File: config.mk
export PLATFORM = sky130hd
export DESIGN_NAME = splitter_stream
export DESIGN_NICKNAME = d
export VERILOG_FILES = /design/src/rtl/splitter_stream.sv
export SDC_FILE = /design/constraint.sdc
export NUM_CORES = 1
export LEC_CHECK = 0
export BUFFER_PORTS_ARGS = -buffer_cell sky130_fd_sc_hd__buf_2
export CAP_MARGIN = 20
export CORE_MARGIN = 4
export CORE_UTILIZATION = 55
export DETAILED_ROUTE_END_ITERATION = 16
export PLACE_DENSITY_LB_ADDON = 0.1
export SETUP_SLACK_MARGIN = 0.02
export SYNTH_ARGS = -nofsm -noshare
export SYNTH_HDL_FRONTEND = slang
export SYNTH_SLANG_ARGS = --single-unit
File: constraint.sdc
create_clock -name i_clk -period 2.81 [get_ports i_clk]
set_clock_uncertainty 0.05 [all_clocks]
set_input_delay 0.281 -clock i_clk [delete_from_list [all_inputs] [get_ports i_clk]]
set_output_delay 0.281 -clock i_clk [all_outputs]
set_load 0.02 [all_outputs]
File: src/rtl/splitter_stream.sv
// splitter_stream
//
// Buffers wide input words in a small DEPTH-entry FIFO and streams each word
// out as N = INPUT_WIDTH/OUTPUT_WIDTH narrow slices, one slice per cycle.
// Sits between wide producers (packed polynomial/coefficient words arriving
// from the AXI side) and the narrow consumers of the Kyber datapath.
//
// Configuration macro:
//   SPLITTER_LSB_FIRST_EN  - when defined, the least significant slice of a
//                            word is emitted first; otherwise the most
//                            significant slice goes first.
//
// Ports:
//   i_clk        clock, rising edge
//   i_reset_n    synchronous active-low reset
//   i_flush      synchronous clear of the word buffer and output stage
//   i_in_valid   input word valid
//   i_data_in    input word (INPUT_WIDTH bits)
//   o_in_ready   input word accepted when i_in_valid && o_in_ready
//   o_out_valid  o_data_out holds a valid slice
//   i_out_ready  consumer takes the slice when o_out_valid && i_out_ready
//   o_data_out   current slice (registered, OUTPUT_WIDTH bits)
//   o_last       current slice is the final slice of its word
//   o_level      words held, including the word currently being sliced
//   o_full       o_level == DEPTH
//   o_empty      o_level == 0 and no slice presented
module splitter_stream #(
    parameter int INPUT_WIDTH  = 32,
    parameter int OUTPUT_WIDTH = 8,
    parameter int N            = INPUT_WIDTH / OUTPUT_WIDTH,
    parameter int DEPTH        = 2,
    parameter int LVL_WIDTH    = $clog2(DEPTH + 1)
) (
    input  logic                    i_clk,
    input  logic                    i_reset_n,
    input  logic                    i_flush,
    input  logic                    i_in_valid,
    input  logic [INPUT_WIDTH-1:0]  i_data_in,
    output logic                    o_in_ready,
    output logic                    o_out_valid,
    input  logic                    i_out_ready,
    output logic [OUTPUT_WIDTH-1:0] o_data_out,
    output logic                    o_last,
    output logic [LVL_WIDTH-1:0]    o_level,
    output logic                    o_full,
    output logic                    o_empty
);

    // DEPTH is a power of two, so pointers wrap naturally in binary.
    localparam int PTR_WIDTH = $clog2(DEPTH);
    // Keep the slice index at least one bit wide so N=1 stays legal.
    localparam int IDX_WIDTH = (N > 1) ? $clog2(N) : 1;

    localparam logic [IDX_WIDTH-1:0] LAST_IDX  = IDX_WIDTH'(N - 1);
    localparam logic [LVL_WIDTH-1:0] LVL_FULL  = LVL_WIDTH'(DEPTH);
    localparam logic [LVL_WIDTH-1:0] LVL_ZERO  = '0;
    localparam logic [PTR_WIDTH-1:0] PTR_ONE   = PTR_WIDTH'(1);
    localparam logic [IDX_WIDTH-1:0] IDX_ONE   = IDX_WIDTH'(1);

    // Word storage and bookkeeping registers
    logic [INPUT_WIDTH-1:0]  mem_q [DEPTH];
    logic [INPUT_WIDTH-1:0]  mem_d [DEPTH];
    logic [PTR_WIDTH-1:0]    wr_ptr_q, wr_ptr_d;
    logic [PTR_WIDTH-1:0]    rd_ptr_q, rd_ptr_d;
    logic [IDX_WIDTH-1:0]    slice_idx_q, slice_idx_d;
    logic [LVL_WIDTH-1:0]    level_q, level_d;

    // Output stage registers
    logic                    out_valid_q, out_valid_d;
    logic [OUTPUT_WIDTH-1:0] data_out_q, data_out_d;
    logic                    last_q, last_d;

    // Per-cycle control
    logic                    in_ready;
    logic                    in_fire;
    logic                    load;
    logic                    is_last_slice;
    logic                    free_word;
    logic [INPUT_WIDTH-1:0]  cur_word;
    logic [OUTPUT_WIDTH-1:0] cur_slice;

    // Ready depends only on the registered level and flush: a slot freed this
    // cycle is not offered to the producer until the next cycle.
    always_comb begin
        in_ready      = !i_flush && (level_q < LVL_FULL);
        in_fire       = i_in_valid && in_ready;
        load          = (level_q != LVL_ZERO) && (!out_valid_q || i_out_ready);
        is_last_slice = (slice_idx_q == LAST_IDX);
        free_word     = load && is_last_slice;
    end

    // Pick the slice at slice_idx out of the word at the read pointer.
    always_comb begin
        cur_word  = mem_q[rd_ptr_q];
        cur_slice = '0;
        for (int k = 0; k < N; k++) begin
            if (slice_idx_q == IDX_WIDTH'(k)) begin
`ifdef SPLITTER_LSB_FIRST_EN
                cur_slice = cur_word[k*OUTPUT_WIDTH +: OUTPUT_WIDTH];
`else
                cur_slice = cur_word[INPUT_WIDTH-1-k*OUTPUT_WIDTH -: OUTPUT_WIDTH];
`endif
            end
        end
    end

    // Buffer write: an accepted word lands at the write pointer.
    always_comb begin
        mem_d = mem_q;
        if (in_fire) begin
            mem_d[wr_ptr_q] = i_data_in;
        end
    end

    // Next-state for pointers, level and the output register. A word is
    // released from the buffer as soon as its last slice is copied into the
    // output register, so accept and free in one cycle leave level unchanged.
    always_comb begin
        wr_ptr_d    = wr_ptr_q;
        rd_ptr_d    = rd_ptr_q;
        slice_idx_d = slice_idx_q;
        level_d     = level_q;
        out_valid_d = out_valid_q;
        data_out_d  = data_out_q;
        last_d      = last_q;

        if (i_flush) begin
            wr_ptr_d    = '0;
            rd_ptr_d    = '0;
            slice_idx_d = '0;
            level_d     = '0;
            out_valid_d = 1'b0;
            last_d      = 1'b0;
        end else begin
            if (in_fire) begin
                wr_ptr_d = wr_ptr_q + PTR_ONE;
            end

            if (load) begin
                data_out_d  = cur_slice;
                out_valid_d = 1'b1;
                last_d      = is_last_slice;
                if (is_last_slice) begin
                    slice_idx_d = '0;
                    rd_ptr_d    = rd_ptr_q + PTR_ONE;
                end else begin
                    slice_idx_d = slice_idx_q + IDX_ONE;
                end
            end else if (out_valid_q && i_out_ready) begin
                out_valid_d = 1'b0;
            end

            level_d = level_q + LVL_WIDTH'(in_fire) - LVL_WIDTH'(free_word);
        end
    end

    // Control and output registers with synchronous active-low reset.
    always_ff @(posedge i_clk) begin
        if (!i_reset_n) begin
            wr_ptr_q    <= '0;
            rd_ptr_q    <= '0;
            slice_idx_q <= '0;
            level_q     <= '0;
            out_valid_q <= 1'b0;
            data_out_q  <= '0;
            last_q      <= 1'b0;
        end else begin
            wr_ptr_q    <= wr_ptr_d;
            rd_ptr_q    <= rd_ptr_d;
            slice_idx_q <= slice_idx_d;
            level_q     <= level_d;
            out_valid_q <= out_valid_d;
            data_out_q  <= data_out_d;
            last_q      <= last_d;
        end
    end

    // Word storage needs no reset: entries are only read once level covers them.
    always_ff @(posedge i_clk) begin
        mem_q <= mem_d;
    end

    assign o_in_ready  = in_ready;
    assign o_out_valid = out_valid_q;
    assign o_data_out  = data_out_q;
    assign o_last      = last_q;
    assign o_level     = level_q;
    assign o_full      = (level_q == LVL_FULL);
    assign o_empty     = (level_q == LVL_ZERO) && !out_valid_q;

endmodule

==> flow_summary.yaml <==
outcome:
  status: "completed"
detailed_routing:
  ant_nets: 0
  drt-total-wl_um: 5410
  dr.pass1.iters: 4
  avgViaCountPerCell: 5.25
  vias: 1785
  post-route-drc-count: 0
  drtIter0Drc: 64
  wire_per_inst_um: 15.9
sta:
  tightest_slew_ns: 0.666
  rsz0062_at_grt: "no"
  max_freq_ghz: 0.431
  finalHoldViolations: 0
  hold_slack_ns: 0.0758
  fin_ws_ns: 0.492
  drv_slew: 0
  fin_setup_tns_ns: 0
  final.period_utilization_pct: 82.5
  relSlewSlack_pct: 55.6
  setup-violations-final: 0
  finalCriticalPeriod_ns: 2.32
clock_tree:
  hold_buffers: 0
  cts_resized: 0
  cts_tree: "done"
  clk_latency_ns: 0.34
  htreeDepth: 3
  cts-root-buf: "clkbuf_8"
  cts-buffers-inserted: 9
  clk_transition_reported_paths_ns: 0.08
  clk_path_buf_depth: 2
  cts.sinks: 80
  cts_setup_buffers: 0
synth:
  ys.flop_type: "edfxtp_1"
  synth-edff-count: 64
  synth-seq-area-share_pct: 70.3
  ys_ff_latch: 80
  async_flop_share_pct: 0
  synth_area_um2: 3190
  synth.net_count: 248
  avgSynthCellArea_um2: 15.5
  ys_warn_count: 0
  synth_cell_types: 31
  postSynthCellCount: 206
critical_path:
  cp.arrival_ns: 2.49
  r2r_end: "o_level[1]"
  setup.worst_path.start_class: "flop"
  reg2reg_from: "slice_idx_q[0]"
  crit_required_ns: 2.99
  end_kind: "flop"
  crit_type: "reg -> reg"
  cp_max_fo: 10
  r2r_slack_ns: 0.49
  reg2reg_depth: 8
floorplanning:
  die_area_um2: 7080
  start_util_pct: 57.2
  die_x_um: 84.1
  die_y_um: 84.1
  coreArea_um2: 5570
  num_rows: 27
  io_pins: 52
global_route:
  grt_pass1_vias: 1883
  grt_max_degree: 24
  grt_pass1_wl_um: 8940
  globalRoute.totalOverflow: 0
  track_usage_pct: 16.6
  antenna_found_initial: 0
pwr:
  power.leakage_nw: 1.33
  p_int_mw: 1.77
  power_density_nw_per_um2: 601
  max-vdd-ir-drop_uv: 580
  sw_frac_of_total_pct: 20.5
  p_sw_mw: 0.455
  clkPwrFrac_pct: 35.5
  seq_power_share_pct: 59.5
  power_frac_comb_pct: 5.0
run:
  cap_violations: 0
final_layout:
  syn_to_final_growth_pct: 16.0
  layout.cells.non_filler: 340
  drive_gt1_share_pct: 30.6
  num_antenna_cells: 0
  fin_nets: 305
  fin_area_um2: 3700
hold_path:
  hold_depth: 1
  hold_path_class: "in -> reg"
  min_from: "i_data_in[2]"
  hold_path_end: "mem_q[2]"
placement:
  place_area_um2: 3510
  hpwl_um: 3900
  gp_congestion: 0.776
  place_ws_ns: 0.493
  port_buffers: 51
  placed_cells: 324
[cell families after synthesis]
kind of cell,count (synthesis),synth area share (%)
flops,80,70.3
simple gates,39,5.85
mux,35,11.3
compound gates,29,7.02
buf+inv,15,2.67
fa+ha+maj,5,1.96
xor+xnor,3,0.824
[cells in the mapped netlist (2+ instances only)]
master / n / area [um2]
o21ai_0: 4 / 20.0
or3_1: 2 / 12.5
edfxtp_1: 64 / 1920
nand2_1: 10 / 37.5
a31oi_1: 2 / 12.5
buf_6: 2 / 22.5
nor2b_1: 4 / 25.0
a32o_1: 7 / 70.1
buf_2: 3 / 15.0
buf_4: 2 / 15.0
nor2_1: 14 / 52.6
dfxtp_1: 16 / 320
clkbuf_1: 3 / 11.3
nor3_1: 2 / 10.0
ha_1: 5 / 62.6
xor2_1: 2 / 17.5
a21oi_1: 3 / 15.0
a2bb2oi_1: 6 / 52.6
mux2i_1: 26 / 260
o211ai_1: 6 / 45.0
inv_1: 4 / 15.0
nand2b_1: 3 / 18.8
mux2_2: 8 / 90.1
[cell type report]
cell class	count	area [um2]
fillers	440	1880
multi-input cells	111	863
inverters	5	21.3
well taps	72	90.1
clock buffers	10	128
clock inverters	6	60.1
flip-flops and latches	80	2240
repair buffers	56	293
[registers in the layout, indices dropped and copies added, names as in the netlist]
register,count
o_level,2
o_data_out,8
slice_idx_q,2
wr_ptr_q,1
o_out_valid,1
rd_ptr_q,1
mem_q,64
o_last,1
[power by group through the flow]
stage	sequential, mW	combinational (mW)	clock (mW)
after CTS	1.32	0.113	0.809
after global routing	1.33	0.125	0.878
after global placement	1.35	0.111	0
after detailed placement	1.35	0.112	0
after floorplan	1.35	0.0540	0
final	1.32	0.111	0.789
[critical path, stage by stage (launching register included)]
cell     delay, ns
dfxtp_1       0.39
ha_1          0.42
inv_4         0.11
or3_1         0.48
xor2_1        0.18
ha_1          0.20
inv_1         0.05
nor2_1        0.03
mux2_1        0.29
[through the flow]
stage	utilization [%]	total power, mW
after CTS	66.4	2.25
final	66.4	2.22
after global placement	63.0	1.46
after global routing	66.4	2.33
after detailed placement	63.0	1.46
after floorplan	-	1.41
[metal layers]
layer	up-vias	routed length [um]	GRT usage, %
li1	899	-	-
met1	838	2340	21.2
met2	38	2700	26.8
met3	10	256	3.83
met4	0	110	7.89
met5	-	0	0
[layout by cell type (no fill, tap or decap), types with 2 or more instances in the layout]
master	instances
a21oi_1	3
a2bb2oi_1	6
a31oi_1	2
a32o_1	7
buf_2	51
buf_4	5
clkbuf_8	9
clkinv_2	3
clkinvlp_4	2
dfxtp_1	15
edfxtp_1	64
ha_1	5
inv_1	4
mux2_2	8
mux2i_1	26
nand2_1	10
nand2b_1	3
nor2_1	13
nor2b_1	4
nor3_1	2
o211ai_1	6
o21ai_0	4
or3_1	2
xor2_1	2
[how the worst max path moves through the flow]
stage / start / to / slack [ns] / depth (start not counted)
global route: slice_idx_q[0] / o_level[1] / 0.33 / 8
global placement: slice_idx_q[0] / o_level[1] / 0.53 / 8
finish: slice_idx_q[0] / o_level[1] / 0.49 / 8
CTS: slice_idx_q[0] / o_level[1] / 0.48 / 8
detailed placement: slice_idx_q[0] / o_level[1] / 0.49 / 8
floorplan: o_level[1] / mem_q[32] / 0.53 / 3
No activity file was read; power rests on OpenSTA's default activity.
